### src/rtl/multicycle_ctrl_pkg.sv
// Shared encodings for the multi-cycle RV32I control path: opcodes, FSM states,
// datapath select codes and the small decode helpers used by the controller.
package core_pkg;

    typedef enum logic [2:0] {
        ST_FETCH      = 3'd0,
        ST_DECODE     = 3'd1,
        ST_EXEC       = 3'd2,
        ST_MEM        = 3'd3,
        ST_WB         = 3'd4,
        ST_ECALL_WAIT = 3'd5,
        ST_HALT       = 3'd6,
        ST_TRAP       = 3'd7
    } state_e;

    typedef enum logic [1:0] {
        PC_PLUS4 = 2'b00,
        PC_REL   = 2'b01,
        PC_JALR  = 2'b10
    } pc_src_e;

    typedef enum logic [1:0] {
        WB_ALU = 2'b00,
        WB_MEM = 2'b01,
        WB_PC4 = 2'b10,
        WB_IMM = 2'b11
    } wb_sel_e;

    typedef enum logic [1:0] {
        ALU_ADD   = 2'b00,
        ALU_CMP   = 2'b01,
        ALU_FUNCT = 2'b10
    } alu_op_e;

    typedef struct packed {
        logic    src_a;
        logic    src_b;
        alu_op_e op;
    } alu_ctrl_t;

    localparam logic [6:0] OP_REG    = 7'b0110011;
    localparam logic [6:0] OP_IMM    = 7'b0010011;
    localparam logic [6:0] OP_LOAD   = 7'b0000011;
    localparam logic [6:0] OP_STORE  = 7'b0100011;
    localparam logic [6:0] OP_BRANCH = 7'b1100011;
    localparam logic [6:0] OP_LUI    = 7'b0110111;
    localparam logic [6:0] OP_AUIPC  = 7'b0010111;
    localparam logic [6:0] OP_JAL    = 7'b1101111;
    localparam logic [6:0] OP_JALR   = 7'b1100111;
    localparam logic [6:0] OP_SYSTEM = 7'b1110011;

    localparam logic [6:0] F7_BASE = 7'b0000000;
    localparam logic [6:0] F7_ALT  = 7'b0100000;

    function automatic logic opcode_legal(input logic [6:0] opc, input logic [6:0] funct7);
        logic ok;
        ok = 1'b0;
        case (opc)
            OP_REG:  ok = (funct7 == F7_BASE) || (funct7 == F7_ALT);
            OP_IMM, OP_LOAD, OP_STORE, OP_BRANCH, OP_LUI,
            OP_AUIPC, OP_JAL, OP_JALR, OP_SYSTEM: ok = 1'b1;
            default: ok = 1'b0;
        endcase
        return ok;
    endfunction

    // ALU operand/op selection by instruction class; held past EXEC so an
    // unregistered ALU result stays valid through MEM and WB.
    function automatic alu_ctrl_t alu_ctrl(input logic [6:0] opc);
        alu_ctrl_t c;
        c = '0;
        case (opc)
            OP_REG:             c.op = ALU_FUNCT;
            OP_IMM:             begin c.src_b = 1'b1; c.op = ALU_FUNCT; end
            OP_AUIPC:           begin c.src_a = 1'b1; c.src_b = 1'b1; c.op = ALU_ADD; end
            OP_LOAD, OP_STORE:  begin c.src_b = 1'b1; c.op = ALU_ADD; end
            OP_BRANCH:          c.op = ALU_CMP;
            default:            c = '0;
        endcase
        return c;
    endfunction

endpackage

### src/rtl/multicycle_ctrl_if.sv
// Control/handshake bundle between the multi-cycle controller (master) and
// the shared datapath plus memory/I-O side (slave).
interface multicycle_ctrl_if;
    logic [31:0] inst;
    logic        br_taken;
    logic        imem_req;
    logic        imem_ready;
    logic        dmem_req;
    logic        dmem_we;
    logic        dmem_ready;
    logic        ecall_req;
    logic        ecall_ack;
    logic        ir_we;
    logic        pc_we;
    logic [1:0]  pc_src;
    logic        reg_write;
    logic [1:0]  wb_sel;
    logic        alu_src_a;
    logic        alu_src_b;
    logic [1:0]  alu_op;
    logic        halted;
    logic        bus_err;
    logic        illegal;
    logic [2:0]  state_o;

    modport master (
        input  inst, br_taken, imem_ready, dmem_ready, ecall_ack,
        output imem_req, dmem_req, dmem_we, ecall_req, ir_we, pc_we, pc_src,
               reg_write, wb_sel, alu_src_a, alu_src_b, alu_op,
               halted, bus_err, illegal, state_o
    );

    modport slave (
        output inst, br_taken, imem_ready, dmem_ready, ecall_ack,
        input  imem_req, dmem_req, dmem_we, ecall_req, ir_we, pc_we, pc_src,
               reg_write, wb_sel, alu_src_a, alu_src_b, alu_op,
               halted, bus_err, illegal, state_o
    );
endinterface

### src/rtl/multicycle_ctrl_mem_wait_timer.sv
// Wait-cycle counter shared by instruction fetch and data access; flags the
// last permitted wait cycle so the controller can give up on the bus.
module mem_wait_timer #(
    parameter int unsigned LIMIT = 255
) (
    input  logic clk,
    input  logic rst,
    input  logic clr_i,
    input  logic en_i,
    output logic limit_o
);
    localparam int unsigned TW = $clog2(LIMIT + 1);
    localparam logic [TW-1:0] LAST = TW'(LIMIT - 1);
    localparam logic [TW-1:0] MAX  = TW'(LIMIT);

    logic [TW-1:0] cnt_q, cnt_d;

    always_comb begin
        cnt_d = cnt_q;
        if (clr_i) begin
            cnt_d = '0;
        end else if (en_i && (cnt_q != MAX)) begin
            cnt_d = cnt_q + TW'(1);
        end
    end

    always_ff @(posedge clk or negedge rst) begin
        if (!rst) begin
            cnt_q <= '0;
        end else begin
            cnt_q <= cnt_d;
        end
    end

    // This cycle's increment would reach the limit: a ready now still wins.
    assign limit_o = (cnt_q == LAST);

endmodule

### src/rtl/multicycle_ctrl.sv
// Main sequencing FSM of the multi-cycle RV32I core: drives every datapath
// enable and mux select, and runs the imem/dmem/ecall handshakes.
//
// state      | meaning
// FETCH      | imem_req until imem_ready, load IR
// DECODE     | classify opcode, trap on illegal
// EXEC       | ALU/branch/jump work, pick next phase
// MEM        | dmem_req until dmem_ready
// WB         | register write, PC+4
// ECALL_WAIT | ecall_req until ecall_ack (no timeout)
// HALT       | ebreak reached, idle until reset
// TRAP       | illegal instruction or bus timeout, idle until reset
module multicycle_ctrl
    import core_pkg::*;
#(
    parameter int unsigned MEM_TIMEOUT = 255
) (
    input  logic              clk,
    input  logic              rst,
    multicycle_ctrl_if.master bus
);

    state_e    state_q, state_d;
    logic      halted_q, halted_d;
    logic      bus_err_q, bus_err_d;
    logic      illegal_q, illegal_d;

    logic      imem_req, dmem_req, dmem_we, ecall_req;
    logic      ir_we, pc_we, reg_write;
    pc_src_e   pc_src;
    wb_sel_e   wb_sel;
    alu_ctrl_t alu;

    logic      tmr_clr, tmr_en, tmr_limit;
    logic [6:0] opcode;
    logic      is_store;
    logic      unused_inst_bits;

    assign opcode   = bus.inst[6:0];
    assign is_store = (opcode == OP_STORE);
    // Register indices, funct3 and immediates belong to the datapath.
    assign unused_inst_bits = ^{bus.inst[24:21], bus.inst[19:7]};

    always_comb begin
        state_d   = state_q;
        halted_d  = halted_q;
        bus_err_d = bus_err_q;
        illegal_d = illegal_q;
        imem_req  = 1'b0;
        dmem_req  = 1'b0;
        dmem_we   = 1'b0;
        ecall_req = 1'b0;
        ir_we     = 1'b0;
        pc_we     = 1'b0;
        reg_write = 1'b0;
        pc_src    = PC_PLUS4;
        wb_sel    = WB_ALU;
        alu       = '0;

        case (state_q)
            ST_FETCH: begin
                imem_req = 1'b1;
                if (bus.imem_ready) begin
                    ir_we   = 1'b1;
                    state_d = ST_DECODE;
                end else if (tmr_limit) begin
                    bus_err_d = 1'b1;
                    state_d   = ST_TRAP;
                end
            end

            ST_DECODE: begin
                if (opcode_legal(opcode, bus.inst[31:25])) begin
                    state_d = ST_EXEC;
                end else begin
                    illegal_d = 1'b1;
                    state_d   = ST_TRAP;
                end
            end

            ST_EXEC: begin
                alu = alu_ctrl(opcode);
                case (opcode)
                    OP_REG, OP_IMM, OP_LUI, OP_AUIPC: state_d = ST_WB;
                    OP_LOAD, OP_STORE:                state_d = ST_MEM;
                    OP_BRANCH: begin
                        pc_we   = 1'b1;
                        pc_src  = bus.br_taken ? PC_REL : PC_PLUS4;
                        state_d = ST_FETCH;
                    end
                    OP_JAL, OP_JALR: begin
                        reg_write = 1'b1;
                        wb_sel    = WB_PC4;
                        pc_we     = 1'b1;
                        pc_src    = (opcode == OP_JAL) ? PC_REL : PC_JALR;
                        state_d   = ST_FETCH;
                    end
                    OP_SYSTEM: begin
                        if (bus.inst[20]) begin
                            halted_d = 1'b1;
                            state_d  = ST_HALT;
                        end else begin
                            state_d = ST_ECALL_WAIT;
                        end
                    end
                    default: begin
                        illegal_d = 1'b1;
                        state_d   = ST_TRAP;
                    end
                endcase
            end

            ST_MEM: begin
                alu      = alu_ctrl(opcode);
                dmem_req = 1'b1;
                dmem_we  = is_store;
                if (bus.dmem_ready) begin
                    if (is_store) begin
                        pc_we   = 1'b1;
                        state_d = ST_FETCH;
                    end else begin
                        state_d = ST_WB;
                    end
                end else if (tmr_limit) begin
                    bus_err_d = 1'b1;
                    state_d   = ST_TRAP;
                end
            end

            ST_WB: begin
                alu       = alu_ctrl(opcode);
                reg_write = 1'b1;
                pc_we     = 1'b1;
                if (opcode == OP_LOAD) begin
                    wb_sel = WB_MEM;
                end else if (opcode == OP_LUI) begin
                    wb_sel = WB_IMM;
                end
                state_d = ST_FETCH;
            end

            ST_ECALL_WAIT: begin
                ecall_req = 1'b1;
                if (bus.ecall_ack) begin
                    pc_we   = 1'b1;
                    state_d = ST_FETCH;
                end
            end

            default: ;
        endcase
    end

    always_ff @(posedge clk or negedge rst) begin
        if (!rst) begin
            state_q   <= ST_FETCH;
            halted_q  <= 1'b0;
            bus_err_q <= 1'b0;
            illegal_q <= 1'b0;
        end else begin
            state_q   <= state_d;
            halted_q  <= halted_d;
            bus_err_q <= bus_err_d;
            illegal_q <= illegal_d;
        end
    end

    assign tmr_clr = (state_d != state_q) && ((state_d == ST_FETCH) || (state_d == ST_MEM));
    assign tmr_en  = ((state_q == ST_FETCH) && !bus.imem_ready) ||
                     ((state_q == ST_MEM)   && !bus.dmem_ready);

    mem_wait_timer #(
        .LIMIT (MEM_TIMEOUT)
    ) u_wait_timer (
        .clk     (clk),
        .rst     (rst),
        .clr_i   (tmr_clr),
        .en_i    (tmr_en),
        .limit_o (tmr_limit)
    );

    // Outputs are forced low while reset is held so a request drops at once.
    assign bus.imem_req  = rst & imem_req;
    assign bus.dmem_req  = rst & dmem_req;
    assign bus.dmem_we   = rst & dmem_we;
    assign bus.ecall_req = rst & ecall_req;
    assign bus.ir_we     = rst & ir_we;
    assign bus.pc_we     = rst & pc_we;
    assign bus.reg_write = rst & reg_write;
    assign bus.pc_src    = rst ? 2'(pc_src) : 2'b00;
    assign bus.wb_sel    = rst ? 2'(wb_sel) : 2'b00;
    assign bus.alu_src_a = rst & alu.src_a;
    assign bus.alu_src_b = rst & alu.src_b;
    assign bus.alu_op    = rst ? 2'(alu.op) : 2'b00;
    assign bus.halted    = rst & halted_q;
    assign bus.bus_err   = rst & bus_err_q;
    assign bus.illegal   = rst & illegal_q;
    assign bus.state_o   = rst ? 3'(state_q) : 3'd0;

endmodule

### src/flat_wrapper.sv
// flat-port wrapper written by rule: the top's interface ports become plain ports
module multicycle_ctrl_flat import core_pkg::*;
#(
    parameter int unsigned MEM_TIMEOUT = 255
)
  (clk, rst, bus_inst, bus_br_taken, bus_imem_ready, bus_dmem_ready, bus_ecall_ack, bus_imem_req, bus_dmem_req, bus_dmem_we, bus_ecall_req, bus_ir_we, bus_pc_we, bus_pc_src, bus_reg_write, bus_wb_sel, bus_alu_src_a, bus_alu_src_b, bus_alu_op, bus_halted, bus_bus_err, bus_illegal, bus_state_o);
  multicycle_ctrl_if bus_i ();
  input  logic clk;
  input  logic rst;
  input wire logic [$bits(bus_i.inst)-1:0] bus_inst;
  input wire logic [$bits(bus_i.br_taken)-1:0] bus_br_taken;
  input wire logic [$bits(bus_i.imem_ready)-1:0] bus_imem_ready;
  input wire logic [$bits(bus_i.dmem_ready)-1:0] bus_dmem_ready;
  input wire logic [$bits(bus_i.ecall_ack)-1:0] bus_ecall_ack;
  output wire logic [$bits(bus_i.imem_req)-1:0] bus_imem_req;
  output wire logic [$bits(bus_i.dmem_req)-1:0] bus_dmem_req;
  output wire logic [$bits(bus_i.dmem_we)-1:0] bus_dmem_we;
  output wire logic [$bits(bus_i.ecall_req)-1:0] bus_ecall_req;
  output wire logic [$bits(bus_i.ir_we)-1:0] bus_ir_we;
  output wire logic [$bits(bus_i.pc_we)-1:0] bus_pc_we;
  output wire logic [$bits(bus_i.pc_src)-1:0] bus_pc_src;
  output wire logic [$bits(bus_i.reg_write)-1:0] bus_reg_write;
  output wire logic [$bits(bus_i.wb_sel)-1:0] bus_wb_sel;
  output wire logic [$bits(bus_i.alu_src_a)-1:0] bus_alu_src_a;
  output wire logic [$bits(bus_i.alu_src_b)-1:0] bus_alu_src_b;
  output wire logic [$bits(bus_i.alu_op)-1:0] bus_alu_op;
  output wire logic [$bits(bus_i.halted)-1:0] bus_halted;
  output wire logic [$bits(bus_i.bus_err)-1:0] bus_bus_err;
  output wire logic [$bits(bus_i.illegal)-1:0] bus_illegal;
  output wire logic [$bits(bus_i.state_o)-1:0] bus_state_o;
  assign bus_i.inst = bus_inst;
  assign bus_i.br_taken = bus_br_taken;
  assign bus_i.imem_ready = bus_imem_ready;
  assign bus_i.dmem_ready = bus_dmem_ready;
  assign bus_i.ecall_ack = bus_ecall_ack;
  assign bus_imem_req = bus_i.imem_req;
  assign bus_dmem_req = bus_i.dmem_req;
  assign bus_dmem_we = bus_i.dmem_we;
  assign bus_ecall_req = bus_i.ecall_req;
  assign bus_ir_we = bus_i.ir_we;
  assign bus_pc_we = bus_i.pc_we;
  assign bus_pc_src = bus_i.pc_src;
  assign bus_reg_write = bus_i.reg_write;
  assign bus_wb_sel = bus_i.wb_sel;
  assign bus_alu_src_a = bus_i.alu_src_a;
  assign bus_alu_src_b = bus_i.alu_src_b;
  assign bus_alu_op = bus_i.alu_op;
  assign bus_halted = bus_i.halted;
  assign bus_bus_err = bus_i.bus_err;
  assign bus_illegal = bus_i.illegal;
  assign bus_state_o = bus_i.state_o;
  multicycle_ctrl #(.MEM_TIMEOUT(MEM_TIMEOUT)) u_core (.clk(clk), .rst(rst), .bus(bus_i));
endmodule
### config.mk
export PLATFORM = sky130hd
export DESIGN_NAME = multicycle_ctrl_flat
export DESIGN_NICKNAME = d
export VERILOG_FILES = /design/src/rtl/multicycle_ctrl_pkg.sv /design/src/rtl/multicycle_ctrl_if.sv /design/src/rtl/multicycle_ctrl_mem_wait_timer.sv /design/src/rtl/multicycle_ctrl.sv /design/src/flat_wrapper.sv
export SDC_FILE = /design/constraint.sdc
export NUM_CORES = 1
export LEC_CHECK = 0
export ABC_AREA = 1
export BUFFER_PORTS_ARGS = -buffer_cell sky130_fd_sc_hd__clkbuf_2
export CORE_MARGIN = 1
export CORE_UTILIZATION = 42
export CTS_CLUSTER_SIZE = 10
export DETAILED_ROUTE_END_ITERATION = 16
export PLACE_DENSITY = 0.78
export SKIP_CTS_REPAIR_TIMING = 1
export SLEW_MARGIN = 20
export SYNTH_ARGS = -nofsm -noshare
export SYNTH_HDL_FRONTEND = slang
export SYNTH_SLANG_ARGS = --single-unit
export TNS_END_PERCENT = 30
### constraint.sdc
create_clock -name clk -period 2.1 [get_ports clk]
set_input_delay 0.21 -clock clk [delete_from_list [all_inputs] [get_ports clk]]
set_output_delay 0.21 -clock clk [all_outputs]
set_load 0.01 [all_outputs]
## Yosys cells after proc, flatten, opt, wreduce, memory -nomap -nowiden

Index checks and enable logic that the tools add are counted.
W data, S select, Z words.

| storage, ports and cells | value |
|---|---|
| register bits after elaboration | 14 |
| word-level logic and storage cells | 118 |

| cells by class | value |
|---|---|
| equal/unequal tests | 24 |
| $add $sub $neg | 1 |
| bitwise gates (word level) | 12 |
| reductions and logical operators | 27 |
| multiplexer cells | 49 |

Operators with widths:

| cell | number |
|---|---|
| $eq A7 B6 Y1 const B | 4 |
| $eq A7 B7 Y1 const B | 4 |
| $mux W3 | 7 |
| $mux W1 | 20 |
| $mux W2 | 9 |
| $pmux W3 S6 | 1 |
| $mux W8 | 2 |
| $eq A7 B5 Y1 const B | 2 |
| $and A1 B1 Y1 | 12 |
| $pmux W2 S2 | 3 |
| $pmux W3 S4 | 1 |
| $reduce_or A10 Y1 | 1 |
| $eq A3 B2 Y1 const B | 3 |
| $reduce_and A3 Y1 | 3 |
| $reduce_or A9 Y1 | 1 |
| $add A8 B1 Y8 const B | 1 |
| $eq A8 B8 Y1 const B | 1 |
| $ne A2 B2 Y1 const B | 4 |
| $ne A8 B8 Y1 const B | 1 |
| $pmux W1 S2 | 4 |
| $reduce_or A4 Y1 | 2 |
| $eq A7 B2 Y1 const B | 1 |
| $logic_not A7 Y1 | 1 |
| $eq A3 B3 Y1 const B | 2 |
| other kinds (11) | 23 |

## Longest topological paths before layout

| depth | value |
|---|---|
| word-level depth | 10 |
| depth in mapped cells | 15 |
| gate-level depth less buffers | 15 |

## Cells and area by module

Synthesis repeated with hierarchy kept, for this count alone.

| second synthesis, totals | value |
|---|---|
| cell total of the unflattened synthesis | 245 |
| area total of the unflattened synthesis | 1,475.2 µm² |

By module, submodules not included:

| module | cells an instance | area an instance (µm²) | instances |
|---|---|---|---|
| multicycle_ctrl | 170 | 947.2 | 1 |
| mem_wait_timer | 75 | 528.0 | 1 |

## Worst setup path before layout

OpenSTA, ideal clock, no wires.

| path | value |
|---|---|
| kind | register to register |
| start | reg u_core.u_wait_timer.cnt_q[0] |
| end | reg u_core.u_wait_timer.cnt_q[0] |
| stages on the path, launching flop included | 15 |
| data required time | 1.976 ns |
| slack | 0.429 ns |
| data arrival time | 1.547 ns |
| period minus slack after synthesis | 1.671 ns |
| cell sequence | dfrtp_1 -> inv_1 -> ha_1 -> inv_1 -> nor2_1 -> nand2_1 -> nand2_1 -> nand2_2 -> nand2_1 -> nor2_4 -> nand3_1 -> nand2_1 -> nand2_1 -> nor2_4 -> nor2_2 |

| between the ends | value |
|---|---|
| word-level cells in the longest chain between the ends | 8 |
| elaborated cells on any way between the ends | 16 |

RTL lines:

| element | line | text |
|---|---|---|
| start: declaration | multicycle_ctrl_mem_wait_timer.sv:16 | `logic [TW-1:0] cnt_q, cnt_d;` |
| start signal: assignment | multicycle_ctrl_mem_wait_timer.sv:31 | `cnt_q <= cnt_d;` |
| $eq A8 B8 Y1 | multicycle_ctrl_mem_wait_timer.sv:36 | `assign limit_o = (cnt_q == LAST);` |
| $mux W3 | multicycle_ctrl.sv:66, multicycle_ctrl.sv:124 |  |
| $mux W3, on equally long branches | multicycle_ctrl.sv:117, multicycle_ctrl.sv:63 |  |
| $pmux W3 S6 | multicycle_ctrl.sv:60 | `case (state_q)` |
| $eq A3 B2 Y1 / $logic_not A3 Y1 (equally long branches) | multicycle_ctrl.sv:168 | `assign tmr_clr = (state_d != state_q) && ((state_d == ST_FETCH) \|\| (state_d == ST_MEM));` |
| $logic_or A1 B1 Y1 | multicycle_ctrl.sv:168 |  |
| $logic_and A1 B1 Y1 | multicycle_ctrl.sv:168 |  |
| $mux W8 / $reduce_bool A2 Y1 (equally long branches) | - |  |

Several ways; a longest one is shown, not always the timed one. The select of a mux whose other input is x is not followed.
A chain may end at the register's enable or synchronous reset.

==> impl_metrics.py <==
metrics = {
    "status": {
        "outcome": "finished with violations",
        "violations": "setup timing",
    },
    "sta": {
        "clock_skew_ns": 0.00154,
        "layout_min_cycle_time_ns": 2.17,
        "setup_violations": 1,
        "maxSlewViolCount": 0,
        "worst_pin_slew_ns": 0.297,
        "max-slew-margin-rel_pct": 80.2,
        "layout_setup_ws_ns": -0.0683,
        "rsz0062_at_grt": "yes",
        "fin_crit_sh_pct": 103,
        "finalHoldViolCount": 0,
        "setup_tns_ns": -0.0683,
        "fmax_ghz": 0.461,
    },
    "layout": {
        "antennaDiodeCount": 0,
        "stdcell_count": 317,
        "nNetsFinal": 315,
        "final_area_um2": 1780,
        "utilization_pct": 56.5,
        "syn2layout_area_growth_pct": 24.3,
        "layout-drive-gt1-share_pct": 41.0,
    },
    "worst_setup_path": {
        "slowest_delay_ns": 0.43,
        "end_kind": "output port",
        "crit_type": "reg2out",
        "cp.arrival_ns": 1.96,
        "startpoint_type": "flip-flop",
        "required_ns": 1.89,
        "crit_chain": "ha_2, inv_2, nor2_2, nand2_2, nor2_2, nor2_1, o21ai_1, nor2_1, a21oi_1, a21oi_1, buf_2",
        "slowest_stage": "dfrtp_1",
        "path_max_fanout": 4,
    },
    "floorplan": {
        "die_area_um2": 3650,
        "core_um2": 3150,
        "die_x_um": 60.4,
        "initial_core_util_pct": 45.4,
        "fp-row-count": 20,
        "pin_count": 59,
        "die_y_um": 60.4,
    },
    "synth": {
        "synth.most_common_cell": "nand2_1",
        "synth.yosys.warnings": 0,
        "yosys-top-cells-count": "48 x nand2_1, 33 x inv_1, 29 x nor2_1, 17 x nand3_1, 15 x nor2_2",
        "synth-xor-area-share_pct": 3.67,
        "synth_top_area_cell": "dfrtp_1",
        "synth_edf_count": 0,
        "synth-compound-area-share_pct": 9.43,
        "muxShareOfSynthArea_pct": 0,
        "netlist_top_cells_area": "dfrtp_1 24%, nand2_1 13%, inv_1 8.6%",
        "syn_area_per_cell_um2": 6.37,
        "synth_flop_cell": "dfrtp_1",
        "synth-seq-area-share_pct": 24.5,
        "synth_top_family_by_area": "simple AND/OR/NAND/NOR gates",
        "yosys.area_share.simple_pct": 48.9,
        "synth_cell_type_count": 29,
        "synth_cells": 225,
        "synth_area_um2": 1430,
        "synth_fa_ha_area_share_pct": 1.75,
        "synth_top_area_share_pct": 24.5,
        "async_flop_share_pct": 100,
        "syn-num-nets": 265,
        "ys_seq_elements": 14,
    },
    "drt": {
        "wirelength_um": 3270,
        "route.detailed.drc": 0,
        "via_per_inst": 4.81,
        "drt_iter0_drc": 118,
        "num_vias": 1524,
        "first_pass_iters": 4,
        "ant_nets": 0,
        "wl_per_cell_um": 10.3,
    },
    "cts": {
        "clk_latency_ns": 0.28,
        "cts.path.max_buffers": 2,
        "cts_tree": "built",
        "numCtsBuffers": 3,
        "path_clk_slew_ns": 0.08,
        "htreeDepth": 1,
        "root_buffer": "clkbuf_4",
        "clock_sinks": 14,
    },
    "placed_design": {
        "dp.cells": 310,
        "gp_congestion": 0.910,
        "port_buffers": 40,
        "placed_area_um2": 1700,
        "hpwl_um": 2580,
    },
    "run": {
        "max_cap_violations": 0,
    },
    "power_and_ir_drop": {
        "p_int_mw": 0.366,
        "fin_total_pwr_mw": 0.501,
        "pwr-share-comb_pct": 16.2,
        "leakagePower_nw": 0.970,
        "swShare_pct": 27.0,
        "switching_power_mw": 0.135,
        "seqPwrFrac_pct": 53.8,
        "p_per_area_nw_per_um2": 281,
        "ir_worst_vdd_mv": 0.265,
        "clkPwrFrac_pct": 30.0,
    },
    "grt": {
        "grt_use_total_pct": 19.5,
        "grt_max_degree": 15,
        "grt-ovfl-total": 0,
        "grt_antenna_before_repair": 0,
        "grt_pass1_vias": 1363,
        "grt_pass1_wl_um": 5460,
    },
    "min_path": {
        "hold_path_class": "in2reg",
    },
}
[layer usage]
layer | GRT usage (%) | vias to the layer above | part of all wire, %
li1 | - | 792 | -
met1 | 24.6 | 665 | 45
met2 | 32.5 | 56 | 47
met3 | 2.99 | 11 | 5.1
met4 | 9.63 | 0 | 2.8
met5 | 0 | - | 0
[state kept, by name, summed over array words and instances, names as in the netlist]
name,count
u_core.halted_q,1
u_core.illegal_q,1
u_core.u_wait_timer.cnt_q,8
u_core.bus_err_q,1
u_core.state_q,3
[power by group through the flow]
stage                     sequential [mW]  clock, mW  combinational (mW)
after floorplan                     0.275          0              0.0394
after CTS                           0.269      0.157              0.0796
after global placement              0.275          0              0.0783
after global routing                0.269      0.172              0.0913
after detailed placement            0.275          0              0.0793
final                               0.269      0.150              0.0813
[worst paths after layout]
path                                                               start                                  endpoint  slack [ns]  cells after the start
worst max register to register  u_core.u_wait_timer.cnt_q[1]$_DFFE_PN0P_  u_core.u_wait_timer.cnt_q[5]$_DFFE_PN0P_        0.21                     12
worst min-delay path                                        bus_inst[20]               u_core.halted_q$_DFFE_PN0P_        0.19                      3
max in group asynchronous                                            rst  u_core.u_wait_timer.cnt_q[7]$_DFFE_PN0P_        1.34                      3
worst min register to register              u_core.bus_err_q$_DFFE_PN0P_              u_core.bus_err_q$_DFFE_PN0P_        0.47                      1
min in group asynchronous                                            rst               u_core.state_q[1]$_DFF_PN0_        0.32                      2
worst max-delay path            u_core.u_wait_timer.cnt_q[1]$_DFFE_PN0P_                                 bus_pc_we       -0.07                     11
[cells by family after synthesis]
logic type,after synthesis
XOR/XNOR,6
buffers and inverters,45
adder cells (fa/ha/maj),2
AND/OR/NAND/NOR,138
AO/OA/AOI/OAI,20
flip-flops,14
[critical path: cells and delay by family, from the launching register on]
kind / cells / cell delay [ns]
and+or+nand+nor: 5 / 0.48
DFF: 1 / 0.43
AOI/OAI and AO/OA: 3 / 0.34
adders and majority gates: 1 / 0.22
buffers and inverters: 2 / 0.21
[cell type report]
type                    instances  area, um^2
well taps                      44        55.1
multi-input cells             166         936
repair buffers                 46         248
clock buffers                   3        22.5
inverters                      44         165
flip-flops and latches         14         354
fillers                       320        1370
[cells in the final DEF, fill, tap and decap left out, types with 6 or more instances in the layout]
cell and count:
clkbuf_2 39, dfrtp_1 11, inv_1 32, inv_2 12, nand2_1 47, nand2_2 11
nand3_1 17, nor2_1 26, nor2_2 16, nor2_4 6, xor2_1 6
[metrics by stage]
| step | worst slack (ns) | hold WS (ns) |
|---|---|---|
| detailed placement | 0.148 | 0.0799 |
| global route | -0.174 | 0.212 |
| finish | -0.0683 | 0.194 |
| CTS | -0.229 | -0.229 |
| global placement | 0.197 | 0.0799 |
| floorplan | 0.429 | -0.0856 |
No activity file was read; power rests on OpenSTA's default activity.
